==> config.mk <==
export PLATFORM = sky130hd
export DESIGN_NAME = camac_cycle_sequencer
export DESIGN_NICKNAME = d
export VERILOG_FILES = /design/src/rtl/camac_cycle_sequencer.sv
export SDC_FILE = /design/constraint.sdc
export NUM_CORES = 1
export LEC_CHECK = 0
export ABC_AREA = 1
export BUFFER_PORTS_ARGS = -buffer_cell sky130_fd_sc_hd__buf_4
export CORE_ASPECT_RATIO = 0.7
export CORE_MARGIN = 1
export CORE_UTILIZATION = 45
export DETAILED_ROUTE_END_ITERATION = 8
export PLACE_DENSITY = 0.65
export SLEW_MARGIN = 20
export SYNTH_ARGS = -nofsm -noshare
export SYNTH_HDL_FRONTEND = slang
export SYNTH_SLANG_ARGS = --single-unit
==> constraint.sdc <==
create_clock -name clk -period 3.55 [get_ports clk]
set_input_delay 0.5325 -clock clk [delete_from_list [all_inputs] [get_ports clk]]
set_output_delay 0.5325 -clock clk [all_outputs]
set_load 0.01 [all_outputs]
==> src/rtl/camac_cycle_sequencer.sv <==
// CAMAC dataway cycle sequencer: turns a host select into setup / S1 / (gap / S2) / hold
// phases timed by a tick enable, with X latch, cycle watchdog and a synchronised LAM interrupt.
module camac_cycle_sequencer #(
    parameter int ADDR_WIDTH  = 2,
    parameter int PHASE_WIDTH = 4,
    parameter int T_SETUP     = 2,
    parameter int T_S1        = 4,
    parameter int T_GAP       = 2,
    parameter int T_S2        = 4,
    parameter int T_HOLD      = 2,
    parameter int TIMEOUT     = 64
) (
    input  logic                  clk,
    input  logic                  reset,
    input  logic [ADDR_WIDTH-1:0] a,
    input  logic                  w,
    input  logic                  sel,
    input  logic                  tim,
    input  logic                  ie,
    input  logic                  lam,
    input  logic                  cx1,
    output logic                  rdy,
    output logic                  c1,
    output logic                  c2,
    output logic                  sel2,
    output logic [ADDR_WIDTH-1:0] a_q,
    output logic                  w_q,
    output logic                  x1,
    output logic                  x0,
    output logic                  irq
);

    localparam int WD_WIDTH = $clog2(TIMEOUT + 1);

    localparam logic [PHASE_WIDTH-1:0] LD_SETUP = PHASE_WIDTH'(T_SETUP - 1);
    localparam logic [PHASE_WIDTH-1:0] LD_S1    = PHASE_WIDTH'(T_S1 - 1);
    localparam logic [PHASE_WIDTH-1:0] LD_GAP   = PHASE_WIDTH'(T_GAP - 1);
    localparam logic [PHASE_WIDTH-1:0] LD_S2    = PHASE_WIDTH'(T_S2 - 1);
    localparam logic [PHASE_WIDTH-1:0] LD_HOLD  = PHASE_WIDTH'(T_HOLD - 1);
    localparam logic [WD_WIDTH-1:0]    WD_LAST  = WD_WIDTH'(TIMEOUT - 1);

    typedef enum logic [2:0] {
        IDLE, SETUP, STROBE1, GAP, STROBE2, HOLD, DONE
    } state_t;

    state_t                  state, state_d;
    logic [PHASE_WIDTH-1:0]  cnt, cnt_d;
    logic [WD_WIDTH-1:0]     wdog, wdog_d;
    logic [ADDR_WIDTH-1:0]   a_d;
    logic                    w_d, x1_d, x0_d;
    logic                    active, busy_d, phase_end;
    logic                    lam_meta, lam_sync;

    assign active    = (state != IDLE) && (state != DONE);
    assign phase_end = tim && (cnt == '0);
    assign busy_d    = state_d inside {SETUP, STROBE1, GAP, STROBE2, HOLD};

    always_comb begin
        // NOTE: every signal gets a default first so no path leaves it unassigned (no latches).
        state_d = state;
        cnt_d   = cnt;
        wdog_d  = wdog;
        a_d     = a_q;
        w_d     = w_q;
        x1_d    = x1;
        x0_d    = x0;

        if (active && tim && (cnt != '0)) cnt_d = cnt - PHASE_WIDTH'(1);
        if (active)                       wdog_d = wdog + WD_WIDTH'(1);

        case (state)
            IDLE: if (sel) begin
                state_d = SETUP;
                a_d     = a;
                w_d     = w;
                x1_d    = 1'b0;
                x0_d    = 1'b0;
                cnt_d   = LD_SETUP;
                wdog_d  = '0;
            end
            SETUP: if (phase_end) begin
                state_d = STROBE1;
                cnt_d   = LD_S1;
            end
            STROBE1: if (phase_end) begin
                x1_d = cx1;
                x0_d = ~cx1;
                if (w_q) begin
                    state_d = GAP;
                    cnt_d   = LD_GAP;
                end else begin
                    state_d = HOLD;
                    cnt_d   = LD_HOLD;
                end
            end
            GAP: if (phase_end) begin
                state_d = STROBE2;
                cnt_d   = LD_S2;
            end
            STROBE2: if (phase_end) begin
                state_d = HOLD;
                cnt_d   = LD_HOLD;
            end
            HOLD: if (phase_end) begin
                state_d = DONE;
                cnt_d   = '0;
            end
            DONE: if (!sel) state_d = IDLE;
            default: state_d = IDLE;
        endcase

        // A stuck tick must not hang the host: watchdog overrides any phase decision.
        if (active && (wdog == WD_LAST)) begin
            state_d = DONE;
            cnt_d   = '0;
            x1_d    = 1'b0;
            x0_d    = 1'b1;
        end
    end

    always_ff @(posedge clk or negedge reset) begin
        if (!reset) begin
            state <= IDLE;
            cnt   <= '0;
            wdog  <= '0;
            a_q   <= '0;
            w_q   <= 1'b0;
            x1    <= 1'b0;
            x0    <= 1'b0;
            c1    <= 1'b0;
            c2    <= 1'b0;
            sel2  <= 1'b0;
            rdy   <= 1'b1;
        end else begin
            // NOTE: non-blocking so every register samples pre-edge values together.
            state <= state_d;
            cnt   <= cnt_d;
            wdog  <= wdog_d;
            a_q   <= a_d;
            w_q   <= w_d;
            x1    <= x1_d;
            x0    <= x0_d;
            c1    <= (state_d == STROBE1);
            c2    <= (state_d == STROBE2);
            sel2  <= busy_d;
            rdy   <= ~busy_d;
        end
    end

    // LAM arrives from the crate asynchronously; two flops, then the gated output flop.
    always_ff @(posedge clk or negedge reset) begin
        if (!reset) begin
            lam_meta <= 1'b0;
            lam_sync <= 1'b0;
            irq      <= 1'b0;
        end else begin
            lam_meta <= lam;
            lam_sync <= lam_meta;
            irq      <= ie & lam_sync;
        end
    end

endmodule

# Yosys cells after proc, flatten, opt, wreduce, memory -nomap -nowiden
# Cells that the tools add are included.
op_classes:
  n_addsub: 2
  eq_ne: 15
  mux: 27
  n_bitwise: 3
  reduce_logical: 15
op_table:
  columns: ["cell", "count"]
  rows:
  - ["3-bit 2-to-1 mux", 9]
  - ["4-bit 2-to-1 mux", 6]
  - ["7-bit 2-to-1 mux", 3]
  - ["3-bit one-hot mux with 7 select lines", 1]
  - ["4-bit one-hot mux with 4 select lines", 1]
  - ["3-bit == test, second input constant", 5]
  - ["3-bit by 2-bit == test with 1-bit output, second input constant", 4]
  - ["3-bit inequality test, second input constant", 3]
  - ["7-bit by 1-bit adder with 7-bit output, second input constant", 1]
  - ["7-bit by 6-bit == test with 1-bit output, second input constant", 1]
  - ["3-bit by 1-bit == test with 1-bit output, second input constant", 2]
  - ["3-bit nonzero test", 2]
  - ["1-bit logical AND", 5]
  - ["1-bit 2-to-1 mux", 5]
  - ["5-bit nonzero test", 1]
  - ["4-bit zero test", 1]
  - ["1-bit one-hot mux with 2 select lines", 2]
  - ["4-bit nonzero test", 1]
  - ["2-bit OR reduction", 2]
  - ["4-bit by 1-bit subtractor with 4-bit output, second input constant", 1]
  - ["3-bit zero test", 1]
  - ["3-bit AND reduction", 1]
  - ["1-bit inverter", 2]
  - ["2-bit AND reduction", 1]
  - ["1-bit AND", 1]
word_totals:
  reg_bits: 26
  in_bits: 10
  output_inout_bits: 10
  word_cells: 76

# Depth between registers and ports, before layout
depth:
  depth_word: 8
  depth_mapped: 10
  depth_no_buf: 10

# Worst setup path before layout
# Ideal clock, no wire load.
synth_path:
  path_kind: "register to register"
  from: "reg cnt[0]"
  to: "reg c2"
  setup_ps: 77
  t_arrival_ps: 1276
  t_required_ps: 3473
  path_slack_ps: 2197
  stages_incl_launch_ff: 9
  path_buffers: 0
  period_less_slack_ps: 1353
  cell_sequence: "dfrtp_1 inv_1 ha_1 nand3_1 nor2_1 nand2_1 nand2_2 nand3_1 a21oi_1"
synth_between:
  elab_chain_cells: 6
  word_cells_on_any_way: 10
synth_lines:
  columns: ["item", "line", "text"]
  rows:
  - ["start: declaration", "47", "logic [PHASE_WIDTH-1:0] cnt, cnt_d;"]
  - ["start signal: assignment", "137", "cnt <= cnt_d;"]
  - ["4-bit zero test (*)", "55", "assign phase_end = tim && (cnt == '0);"]
  - ["1-bit logical AND (*)", "55", null]
  - ["3-bit 2-to-1 mux, on equally long branches", null, null]
  - ["3-bit one-hot mux with 7 select lines (*)", "71", "case (state)"]
  - ["3-bit 2-to-1 mux (*)", "113", "if (active && (wdog == WD_LAST)) begin"]
  - ["3-bit == test (*)", "144", "c2 <= (state_d == STROBE2);"]
  - ["end signal: assignment", "144", null]
  - ["end: declaration", "24", "output logic c2,"]
# Mark *: on every way between the ends. The rest lies on a longest branch, timed or not.
# A chain may end at the register's enable or synchronous reset.

# Worst setup path in the final report
layout_path:
  from: "reg cnt[0]"
  to: "reg sel2"
layout_between:
  elab_chain_cells: 7
  word_cells_on_any_way: 15
layout_lines:
  columns: ["item", "line", "text"]
  rows:
  - ["4-bit zero test (*)", "55", null]
  - ["1-bit logical AND (*)", "55", null]
  - ["3-bit 2-to-1 mux, on equally long branches", null, null]
  - ["3-bit one-hot mux with 7 select lines (*)", "71", null]
  - ["3-bit 2-to-1 mux (*)", "113", null]
  - ["3-bit by 1-bit == test with 1-bit output, or another cell as far along", "56", "assign busy_d = state_d inside {SETUP, STROBE1, GAP, STROBE2, HOLD};"]
  - ["5-bit nonzero test (*)", "56", null]
  - ["named net busy_d", "51", "logic active, busy_d, phase_end;"]
  - ["end signal: assignment", "145", "sel2 <= busy_d;"]
  - ["end: declaration", "25", "output logic sel2,"]
# The timed path passes the listed nets; every way through them passes the cells marked *.

==> results.md <==
* DIE HEIGHT at 48.7 um
* Final nets at 216
* Total Die Area at 3350 um^2
* Post-Syn Area at 1400 um^2
* Cells after Synth at 179
* Worst path required time at 3.72 ns
* DR DRC count at 0
* Core Area at 2880 um^2
* #FFs+latches synth at 26
* Worst Max-Slew Pin Slew at 0.331 ns
* Footprint of the multi-input gates at 648 um^2
* Slew Viols, Final at 0
* Min-delay worst type: input pin to asynchronous set/reset pin
* Worst EP arrival at 1.85 ns
* Post-Synth Simple-Gate Area at 33.8%
* # fillers at 267
* Tmin final at 1.68 ns
* CP max stage delay at 0.39 ns
* Root Buffer Master: clkbuf_8
* Maximum number of pins on one net before global-route repair at 27
* Total power at 0.00142 W
* Synth warn at 0
* Vias post-DR at 1185
* Synth Area in Compound Gates at 7.86%
* Final hold violations at 0
* Main combinational cell family by area after synthesis: simple AND/OR/NAND/NOR gates
* Setup violators final at 0
* DR iter-0 viols at 52
* FF+latch area at 652 um^2
* Relative slew slack at 77.9%
* XOR/XNOR share of the synthesized area at 1.88%
* Via density at 4.98
* Leakage power at 0.913 nW
* HPWL Detailed at 2330 um
* Clk_lat worst skew at 0.27 ns
* Hold_buf cts at 0
* Critical Path Source Type: register
* CTS resizes at 0
* Clock-pin transition on the worst setup and hold timing paths at 0.09 ns
* Layout cell share with drive strength beyond 1 at 19.8%
* # rows at 16
* Global placement routability congestion at 0.814
* Buffers on Ports at 19
* Cell Chain, Critical Path: inv_1 > ha_1 > nand3_1 > nor2_1 > nor2_1 > nor2_1 > nand2_1 > nand2_1 > nand2_1
* Area Overhead vs Synth at 18.5%
* Syn_area_per_cell at 7.83 um^2
* Clock Tree Buf Depth at 2
* Crit Path Category: register to register
* Antenna viol nets, final at 0
* Number of detailed-route iterations in the first pass at 4
* Synth Area in Adders at 2.68%
* Pwr Density at 858 nW/um^2
* Final worst path period share at 47.2%
* CTS tree: done
* Clock skew at 0.00385 ns
* CTS buffer count at 3
* Status: completed
* RSZ-0062 raised after global routing: no
* Total wire length at 3030 um
* I/O pin cnt at 20
* GR Overflow Total at 0
* Mapped Nets at 192
* Wire length per cell at 12.7 um
* Setup TNS at 0 ns
* Chip width at 68.7 um
* Distinct cells, synth at 18
* Num Clock Sinks at 26
* Initial antenna violation count at 0
* Top fanout value on the critical path at 7
* Register area share after synthesis at 46.5%
* Max cap viols at 0
* Setup crit end kind: register
* First-pass GRT wire length at 5130 um
* Critical-path top delay cell: dfrtp_1
* Buffer count from post-CTS setup fixing at 0
* # diodes at 0
* H-Tree Depth at 1
* Highest Clock Rate at 0.596 GHz
* Gr usage total at 21.0%
* Peak supply drop at 0.000442 V
* Number of global-route vias before repair at 1166
* Initial Utilization at 48.6%
* Final Hold Slack at 0.147 ns
* Mux cell area share after synthesis at 0%
==> final cells by class <==
class	count	area share (%)
Clock buffer	3	2.49
Clock inverter	1	1.81
Inverter	27	6.10
Multi-Input combinational cell	126	39.0
Sequential cell	26	39.3
Tap cell	36	2.71
Timing Repair Buffer	19	8.59
==> through the flow <==
| step | util, % | cells | cell area [um^2] | worst slack, ns |
|---|---|---|---|---|
| after CTS | 57.6 | 238 | 1660 | 1.87 |
| after detailed placement | 55.1 | 234 | 1590 | 1.89 |
| final | 57.6 | 238 | 1660 | 1.87 |
| after global placement | 55.1 | 234 | 1590 | 2.06 |
| after global routing | 57.6 | 238 | 1660 | 1.74 |
| after floorplan | - | 179 | 1400 | 2.20 |
==> cells in the final DEF (no fill, tap or decap) <==
cell type / instances
bufinv_16: 1
xor2_1: 3
inv_2: 4
clkbuf_8: 3
or2_0: 1
nand2_4: 5
buf_4: 19
nor2_1: 23
nor2_4: 2
nand3_4: 1
nand3_2: 1
dfstp_2: 1
dfrtp_1: 25
a21oi_1: 10
nand2_2: 3
nand2_1: 45
nand4_1: 2
ha_1: 3
nand3_1: 15
o21ai_0: 12
inv_1: 23
==> state kept, by name, summed over array words and instances, names as in the netlist <==
name,count
x1,1
w_q,1
lam_meta,1
rdy,1
cnt,4
c1,1
sel2,1
irq,1
a_q,2
c2,1
state,3
x0,1
lam_sync,1
wdog,7
==> power by group <==
part | total, W | internal (W) | switching (W)
registers | 0.000496 | 0.000407 | 0.0000890
logic | 0.000680 | 0.000254 | 0.000426
clock network | 0.000248 | 0.000151 | 0.0000967
==> worst max-delay path: cells and delay by family, from the launching register on <==
family / cells / cell delay (ns)
adders and majority gates: 1 / 0.19
buffers and inverters: 1 / 0.12
DFF: 1 / 0.39
and+or+nand+nor: 7 / 0.88
==> cell families (layout without fill, tap and decap cells) <==
logic type | after synthesis | count (layout)
compound gates | 22 | 22
buf+inv | 27 | 50
xor+xnor | 3 | 3
fa+ha+maj | 3 | 3
flops | 26 | 26
simple gates | 98 | 98
==> routing by layer <==
| metal | share of wire [%] | routed length (um) | global-route usage, % |
|---|---|---|---|
| met2 | 46 | 1390 | 32.5 |
| met3 | 4.2 | 126 | 6.37 |
| met4 | 0.89 | 27 | 5.10 |
| met1 | 49 | 1490 | 28.7 |
| met5 | 0 | 0 | 0 |
==> synth_stat cells, drive strengths merged <==
| library cell | number | area share [%] |
|---|---|---|
| dfrtp | 25 | 45 |
| xor2 | 3 | 1.9 |
| nand4 | 2 | 0.89 |
| nand2 | 53 | 17 |
| or2 | 1 | 0.45 |
| dfstp | 1 | 1.9 |
| nor2 | 25 | 7.8 |
| nand3 | 17 | 7.3 |
| ha | 3 | 2.7 |
| a21oi | 10 | 3.6 |
| o21ai | 12 | 4.3 |
| inv | 27 | 7.2 |
==> worst paths after layout <==
kind / start / endpoint / slack [ns] / cells past startpoint
max: cnt[0] / sel2 / 1.87 / 9
min in group clk: lam / lam_meta / 0.36 / 1
min reg2reg: lam_meta / lam_sync / 0.36 / 0
max in group asynchronous: reset / rdy / 3.10 / 1
min: reset / wdog[2] / 0.15 / 1
max reg2reg: cnt[0] / sel2 / 1.87 / 9
Power figures use the tool's default switching activity.
